--- src/rtl/bias_seq_if.sv ---
// bias_seq_if: HLS-style FIFO write port carrying bias words
// from the sequencer (master) to the layer's bias FIFO (slave).
interface bias_seq_if #(
  parameter int DATA_WIDTH = 16
);
  logic [DATA_WIDTH-1:0] output_V_din;
  logic                  output_V_full_n;
  logic                  output_V_write;

  modport master (
    output output_V_din,
    output output_V_write,
    input  output_V_full_n
  );

  modport slave (
    input  output_V_din,
    input  output_V_write,
    output output_V_full_n
  );
endinterface

--- src/rtl/bias_seq.sv ---
// bias_seq: sweeps a synchronous bias ROM `frames` times and streams
// each word into a full_n-backpressured FIFO write port.
module bias_seq #(
  parameter  int MEM_SIZE   = 9,
  parameter  int DATA_WIDTH = 16,
  parameter  int FRAME_W    = 16,
  localparam int AW         = $clog2(MEM_SIZE)
) (
  input  logic                  ap_clk,
  input  logic                  ap_rst_n,
  input  logic                  ap_start,
  input  logic [FRAME_W-1:0]    frames,
  output logic                  ap_idle,
  output logic                  ap_done,
  output logic [AW-1:0]         rom_address,
  output logic                  rom_ce,
  input  logic [DATA_WIDTH-1:0] rom_q,
  bias_seq_if.master            out_if
);

  localparam logic [1:0] S_IDLE = 2'd0;
  localparam logic [1:0] S_RUN  = 2'd1;
  localparam logic [1:0] S_DONE = 2'd2;

  localparam logic [AW-1:0] LAST_A = AW'(MEM_SIZE - 1);

  logic [1:0]            state_q, state_d;
  logic [FRAME_W-1:0]    frames_q, frames_d;
  logic [AW-1:0]         addr_q, addr_d;
  logic [FRAME_W-1:0]    ifrm_q, ifrm_d;
  logic [AW-1:0]         acc_q, acc_d;
  logic [FRAME_W-1:0]    afrm_q, afrm_d;

  logic [DATA_WIDTH-1:0] buf_q [2];
  logic                  rd_ptr_q, wr_ptr_q;
  logic [1:0]            cnt_q;
  logic                  infl_q;

  logic                  run;
  logic                  rd_left;
  logic                  pop;
  logic                  push;
  logic [2:0]            level;
  logic                  ce;
  logic                  acc_last;

  assign run     = (state_q == S_RUN);
  assign rd_left = (ifrm_q != frames_q);
  assign pop     = (cnt_q != 2'd0) & out_if.output_V_full_n;
  assign push    = infl_q;

  // Slots already claimed once this cycle's pop leaves.
  assign level = {1'b0, cnt_q}
               + {2'b00, infl_q}
               - {2'b00, pop};

  assign ce = run & rd_left & (level < 3'd2);

  assign acc_last = (acc_q == LAST_A)
                  & (afrm_q == frames_q - FRAME_W'(1));

  assign ap_idle     = (state_q == S_IDLE);
  assign ap_done     = (state_q == S_DONE);
  assign rom_ce      = ce;
  assign rom_address = addr_q;

  assign out_if.output_V_din   = buf_q[rd_ptr_q];
  assign out_if.output_V_write = pop;

  always_comb begin
    state_d  = state_q;
    frames_d = frames_q;
    addr_d   = addr_q;
    ifrm_d   = ifrm_q;
    acc_d    = acc_q;
    afrm_d   = afrm_q;
    unique case (1'b1)
      state_q == S_IDLE: begin
        if (ap_start) begin
          frames_d = frames;
          addr_d   = '0;
          ifrm_d   = '0;
          acc_d    = '0;
          afrm_d   = '0;
          state_d  = (frames != '0) ? S_RUN : S_DONE;
        end
      end
      state_q == S_RUN: begin
        if (ce) begin
          if (addr_q == LAST_A) begin
            addr_d = '0;
            ifrm_d = ifrm_q + FRAME_W'(1);
          end else begin
            addr_d = addr_q + AW'(1);
          end
        end
        if (pop) begin
          if (acc_q == LAST_A) begin
            acc_d  = '0;
            afrm_d = afrm_q + FRAME_W'(1);
          end else begin
            acc_d = acc_q + AW'(1);
          end
          if (acc_last) state_d = S_DONE;
        end
      end
      state_q == S_DONE: state_d = S_IDLE;
      default:           state_d = S_IDLE;
    endcase
  end

  always_ff @(posedge ap_clk or negedge ap_rst_n) begin
    if (!ap_rst_n) begin
      state_q  <= S_IDLE;
      frames_q <= '0;
      addr_q   <= '0;
      ifrm_q   <= '0;
      acc_q    <= '0;
      afrm_q   <= '0;
    end else begin
      state_q  <= state_d;
      frames_q <= frames_d;
      addr_q   <= addr_d;
      ifrm_q   <= ifrm_d;
      acc_q    <= acc_d;
      afrm_q   <= afrm_d;
    end
  end

  always_ff @(posedge ap_clk or negedge ap_rst_n) begin
    if (!ap_rst_n) begin
      buf_q[0] <= '0;
      buf_q[1] <= '0;
      rd_ptr_q <= 1'b0;
      wr_ptr_q <= 1'b0;
      cnt_q    <= 2'd0;
      infl_q   <= 1'b0;
    end else begin
      infl_q <= ce;
      if (push) buf_q[wr_ptr_q] <= rom_q;
      wr_ptr_q <= wr_ptr_q ^ push;
      rd_ptr_q <= rd_ptr_q ^ pop;
      cnt_q    <= cnt_q + {1'b0, push} - {1'b0, pop};
    end
  end

endmodule

--- src/flat_wrapper.sv ---
// flat-port wrapper written by rule: the top's interface ports become plain ports
module bias_seq_flat 
#(
  parameter  int MEM_SIZE   = 9,
  parameter  int DATA_WIDTH = 16,
  parameter  int FRAME_W    = 16,
  localparam int AW         = $clog2(MEM_SIZE)
)
  (ap_clk, ap_rst_n, ap_start, frames, ap_idle, ap_done, rom_address, rom_ce, rom_q, out_if_output_V_din, out_if_output_V_write, out_if_output_V_full_n);
  bias_seq_if #(.DATA_WIDTH(DATA_WIDTH)) out_if_i ();
  input  logic ap_clk;
  input  logic ap_rst_n;
  input  logic ap_start;
  input  logic [FRAME_W-1:0] frames;
  output logic ap_idle;
  output logic ap_done;
  output logic [AW-1:0] rom_address;
  output logic rom_ce;
  input  logic [DATA_WIDTH-1:0] rom_q;
  output wire logic [$bits(out_if_i.output_V_din)-1:0] out_if_output_V_din;
  output wire logic [$bits(out_if_i.output_V_write)-1:0] out_if_output_V_write;
  input wire logic [$bits(out_if_i.output_V_full_n)-1:0] out_if_output_V_full_n;
  assign out_if_output_V_din = out_if_i.output_V_din;
  assign out_if_output_V_write = out_if_i.output_V_write;
  assign out_if_i.output_V_full_n = out_if_output_V_full_n;
  bias_seq #(.MEM_SIZE(MEM_SIZE), .DATA_WIDTH(DATA_WIDTH), .FRAME_W(FRAME_W)) u_core (.ap_clk(ap_clk), .ap_rst_n(ap_rst_n), .ap_start(ap_start), .frames(frames), .ap_idle(ap_idle), .ap_done(ap_done), .rom_address(rom_address), .rom_ce(rom_ce), .rom_q(rom_q), .out_if(out_if_i));
endmodule
--- config.mk ---
export PLATFORM = sky130hd
export DESIGN_NAME = bias_seq_flat
export DESIGN_NICKNAME = d
export VERILOG_FILES = /design/src/rtl/bias_seq_if.sv /design/src/rtl/bias_seq.sv /design/src/flat_wrapper.sv
export SDC_FILE = /design/constraint.sdc
export NUM_CORES = 1
export LEC_CHECK = 0
export CORE_MARGIN = 3
export CORE_UTILIZATION = 50
export DETAILED_ROUTE_END_ITERATION = 10
export PLACE_DENSITY_LB_ADDON = 0.12
export SLEW_MARGIN = 20
export SYNTH_ARGS = -nofsm -noshare
export SYNTH_HDL_FRONTEND = slang
export SYNTH_SLANG_ARGS = --single-unit
--- constraint.sdc ---
create_clock -name ap_clk -period 6.7 [get_ports ap_clk]
set_input_delay 1.34 -clock ap_clk [delete_from_list [all_inputs] [get_ports ap_clk]]
set_output_delay 1.34 -clock ap_clk [all_outputs]
set_load 0.02 [all_outputs]
==> summary.txt <==
Outcome
  – Outcome: finished clean

Power
  – Internal power: about 1.5 mW
  – Sw Pwr: 950 uW
  – Gate power share: a little over two fifths
  – Power density cells: 399 nW/um2
  – Seq pwr share: just over 40%
  – Clk network pwr share: 15.1%
  – Max VDD drop: approximately 0.18 mV
  – Leakage power: around 2.7 nW
  – Design Power: 2.42 mW
  – Switch share: ~39%

STA
  – Final worst setup slack: between 1 and 1.5 ns
  – Fmax: approximately 0.18 GHz
  – Setup Viol. Count Final: 0
  – Setup_tns: 0 ns
  – Clk_skew: roughly 0.015 ns
  – Final period util: approximately 84%
  – RSZ-0062 raised after global routing: false
  – Min cycle time layout: 5.64 ns
  – Worst slew margin: a little under two fifths
  – Slew Viols, Final: 0
  – Slew @ Worst Pin: around 0.9 ns
  – Final Hold Viols: 0

Floorplan
  – Total Die Area: about 12,000 um2
  – Die width: 108 um
  – # rows: 36
  – Initial Util: between 50% and 60%
  – Die Height: roughly 110 um
  – Core footprint: roughly 10000 um2
  – I/O pin cnt: 60

Setup path
  – Slowest stage cell, crit path: clkdlybuf4s50_1
  – Peak fanout along the critical path: 5
  – Setup crit end kind: primary output
  – CP required: around 5.4 ns
  – CP Launch Type: input port
  – Critical Path AT: 4.30 ns
  – Crit path capture: rom_ce
  – Critical path, cell by cell: clkdlybuf4s50_1, o21ai_0, inv_1, ha_1, inv_1, ha_1, inv_1, fa_1, inv_1, nor3_1, and2_1, clkdlybuf4s50_1
  – Crit path kind: input port to primary output
  – Critical Path Source: out_if_output_V_full_n
  – R2R depth: 14
  – CP bufs+invs: 6
  – Worst flop-to-flop path startpoint: u_core.cnt_q[1]$_DFF_PN0_
  – Levels on crit path: 12
  – Worst r2r dst: u_core.ifrm_q[15]$_DFFE_PN0P_
  – Cell mode on critical path: inv_1
  – Worst path max stage delay: 0.62 ns
  – Reg-to-reg slack, setup: roughly 3.1 ns
  – Cell class contributing the biggest share of worst-path delay: buffers and inverters

Synth
  – Register area share after synthesis: between 40% and 50%
  – Count of cell types in the netlist: 53
  – YS warnings: 0
  – Number of flops mapped to enable cells by yosys: 0
  – Gate Count Post-Synth: approximately 500
  – Fraction of registers with async set/reset: 100%
  – Yosys top cell area share: 45.7%
  – Average cell area after synthesis: around 10 um2
  – Mapped Area: 5200 um2
  – Area leader, netlist: dfrtp_1
  – Synthesized flop and latch total: 95
  – Top_reg_cell synth: dfrtp_1
  – Post-Syn Nets: 560
  – Area contributors post-synth: dfrtp_1, mux2_2, xor2_1, nand2_1, xnor2_1

GRT
  – Total track usage: between 20% and 30%
  – Largest net degree at the start of global routing: 57
  – Initial antenna violation count: 0
  – Vias in the first global route: between 3,000 and 4,000
  – GRT overflow: 0
  – First-pass GRT wire length: around 19,000 um

Final layout
  – Layout Nets: about 600
  – Fin cells: 699
  – N_diodes: 0
  – Area grow syn2layout: 16.5%
  – Post-route cell area: 6050 um2
  – Layout cells sized above 1: between 10 and 15%
  – Fillers: approximately 840

Flow run
  – Max-cap violation count: 0

Routing
  – DR WL/cell: around 16 um
  – Final antenna-violating net count: 0
  – Detailed Route Iter0 Violations: about 160
  – Via count: roughly 3,800
  – DR vias/cell: approximately 5.5
  – Drt first pass iters: 4
  – Final WL: ~11,000 um
  – DR DRC count: 0

Clock tree
  – CTS sink count: 95
  – Worst-Skew Late Latency: 0.37 ns
  – Resized cells post-CTS: 0
  – Setup repair bufs after CTS: 0
  – CTS clk-pin slew, worst paths: around 0.10 ns
  – CTS Hold Bufs: 0
  – Clk buf depth: 2
  – CTS tree: built
  – H-tree lvl count: 3
  – CTS root buffer: clkbuf_8
  – CTS Buf Count: 9

Place
  – Buffers on Ports: between 50 and 60
  – Hpwl dp: 8080 um
  – Post-DP Area: between 5000 and 6000 um2
  – Placed Cells: ~680
  – RePlAce Congestion: about 0.9
  – Place WS: 1.03 ns

Min path
  – Tightest Hold Check Type: register to register
[stage by stage]
step	hold WS [ns]	utilization, %
3_3_place_gp	0.469	58.9
3_5_place_dp	0.476	58.9
4_1_cts	0.490	60.8
2_1_floorplan	0.445	-
5_1_grt	0.514	60.8
6_report	0.491	60.8
[synthesized netlist by cell type (all sizes together) (3+ instances only)]
cell type,instances
nor2,37
xnor2,27
nand2,67
a21oi,7
ha,11
nand3,19
o31ai,4
nand2b,3
buf,8
inv,17
and4,3
nor2b,4
and2,5
nor3b,4
mux2,48
o21a,3
nor4b,3
or3,9
dfrtp,95
clkbuf,16
xor2,34
nor4,15
o21ai,23
nor3,13
and3,4
nand4,9
[power groups by stage]
stage / Combinational [mW] / Sequential (mW) / Clock [mW]
2_1_floorplan: 0.787 / 0.903 / 0
6_report: 1.06 / 0.989 / 0.364
4_1_cts: 1.08 / 0.987 / 0.375
3_5_place_dp: 1.07 / 0.999 / 0
5_1_grt: 1.17 / 1.02 / 0.406
3_3_place_gp: 1.05 / 0.986 / 0
[routing by layer]
metal	vias to the layer above	share of wire [%]	global-route usage [%]
met1	1860	46	27.1
met5	-	0	0
met4	0	1.5	6.67
met2	88	48	34.2
li1	1861	-	-
met3	16	4.3	3.22
[worst reg2reg max path, cell delays in order (launching register included)]
cell and delay, ns:
dfrtp_1 0.45, o21ai_0 0.48, inv_1 0.16, ha_1 0.32
inv_1 0.06, ha_1 0.13, inv_1 0.04, fa_1 0.49
inv_1 0.06, nor3_1 0.22, a41oi_1 0.14, buf_4 0.26
nor4_1 0.40, xnor2_1 0.17, nor2_1 0.05
[worst min path at each step]
stage                                     start                     endpoint  cells after the start
floorplan           u_core.acc_q[3]$_DFFE_PN0P_  u_core.acc_q[3]$_DFFE_PN0P_                      1
global placement    u_core.acc_q[3]$_DFFE_PN0P_  u_core.acc_q[3]$_DFFE_PN0P_                      1
detailed placement  u_core.acc_q[3]$_DFFE_PN0P_  u_core.acc_q[3]$_DFFE_PN0P_                      1
CTS                 u_core.acc_q[3]$_DFFE_PN0P_  u_core.acc_q[3]$_DFFE_PN0P_                      1
global route        u_core.acc_q[3]$_DFFE_PN0P_  u_core.acc_q[3]$_DFFE_PN0P_                      1
finish              u_core.acc_q[3]$_DFFE_PN0P_  u_core.acc_q[3]$_DFFE_PN0P_                      1
[state kept, by name, indices dropped and copies added, names as in the netlist]
name and count:
u_core.wr_ptr_q 1, u_core.rd_ptr_q 1, u_core.afrm_q 16, u_core.rom_address 4, u_core.acc_q 4, u_core.ifrm_q 16, u_core.cnt_q 2, u_core.frames_q 16
u_core.buf_q 32, u_core.infl_q 1, u_core.state_q 2
[cell type report]
type                       instances  area (um2)  share of cell area, %
clock buffer                       9         124                   2.05
clock inverter                     7        65.1                   1.07
inverter                          17        63.8                   1.05
multi-input combinational        376        2650                   43.7
sequential                        95        2380                   39.3
tap                              133         166                   2.75
timing repair buffer              62         611                   10.1
[cells by family after synthesis]
logic type	Yosys count	share of synthesized area, %
flops	95	45.7
mux	50	10.8
buf+inv	41	3.35
fa+ha+maj	12	3.03
simple gates	202	20.1
compound gates	51	6.67
xor+xnor	61	10.3
[layout by cell type, fill, tap and decap left out, types with 5 or more instances in the layout]
cell             netlist  layout
ha_1                  11      11
nor3_1                12      12
nand4_1                9       9
clkbuf_8               0       9
nand3_1               19      19
o21ai_0               23      23
clkdlybuf4s50_1        0      58
nor4_1                14      14
nand2_1               66      66
mux2_2                48      48
or3_1                  8       8
and2_1                 5       5
dfrtp_1               95      95
inv_1                 17      17
xor2_1                34      34
a21oi_1                7       7
nor2_1                36      36
xnor2_1               27      27
Power figures use the tool's default switching activity.
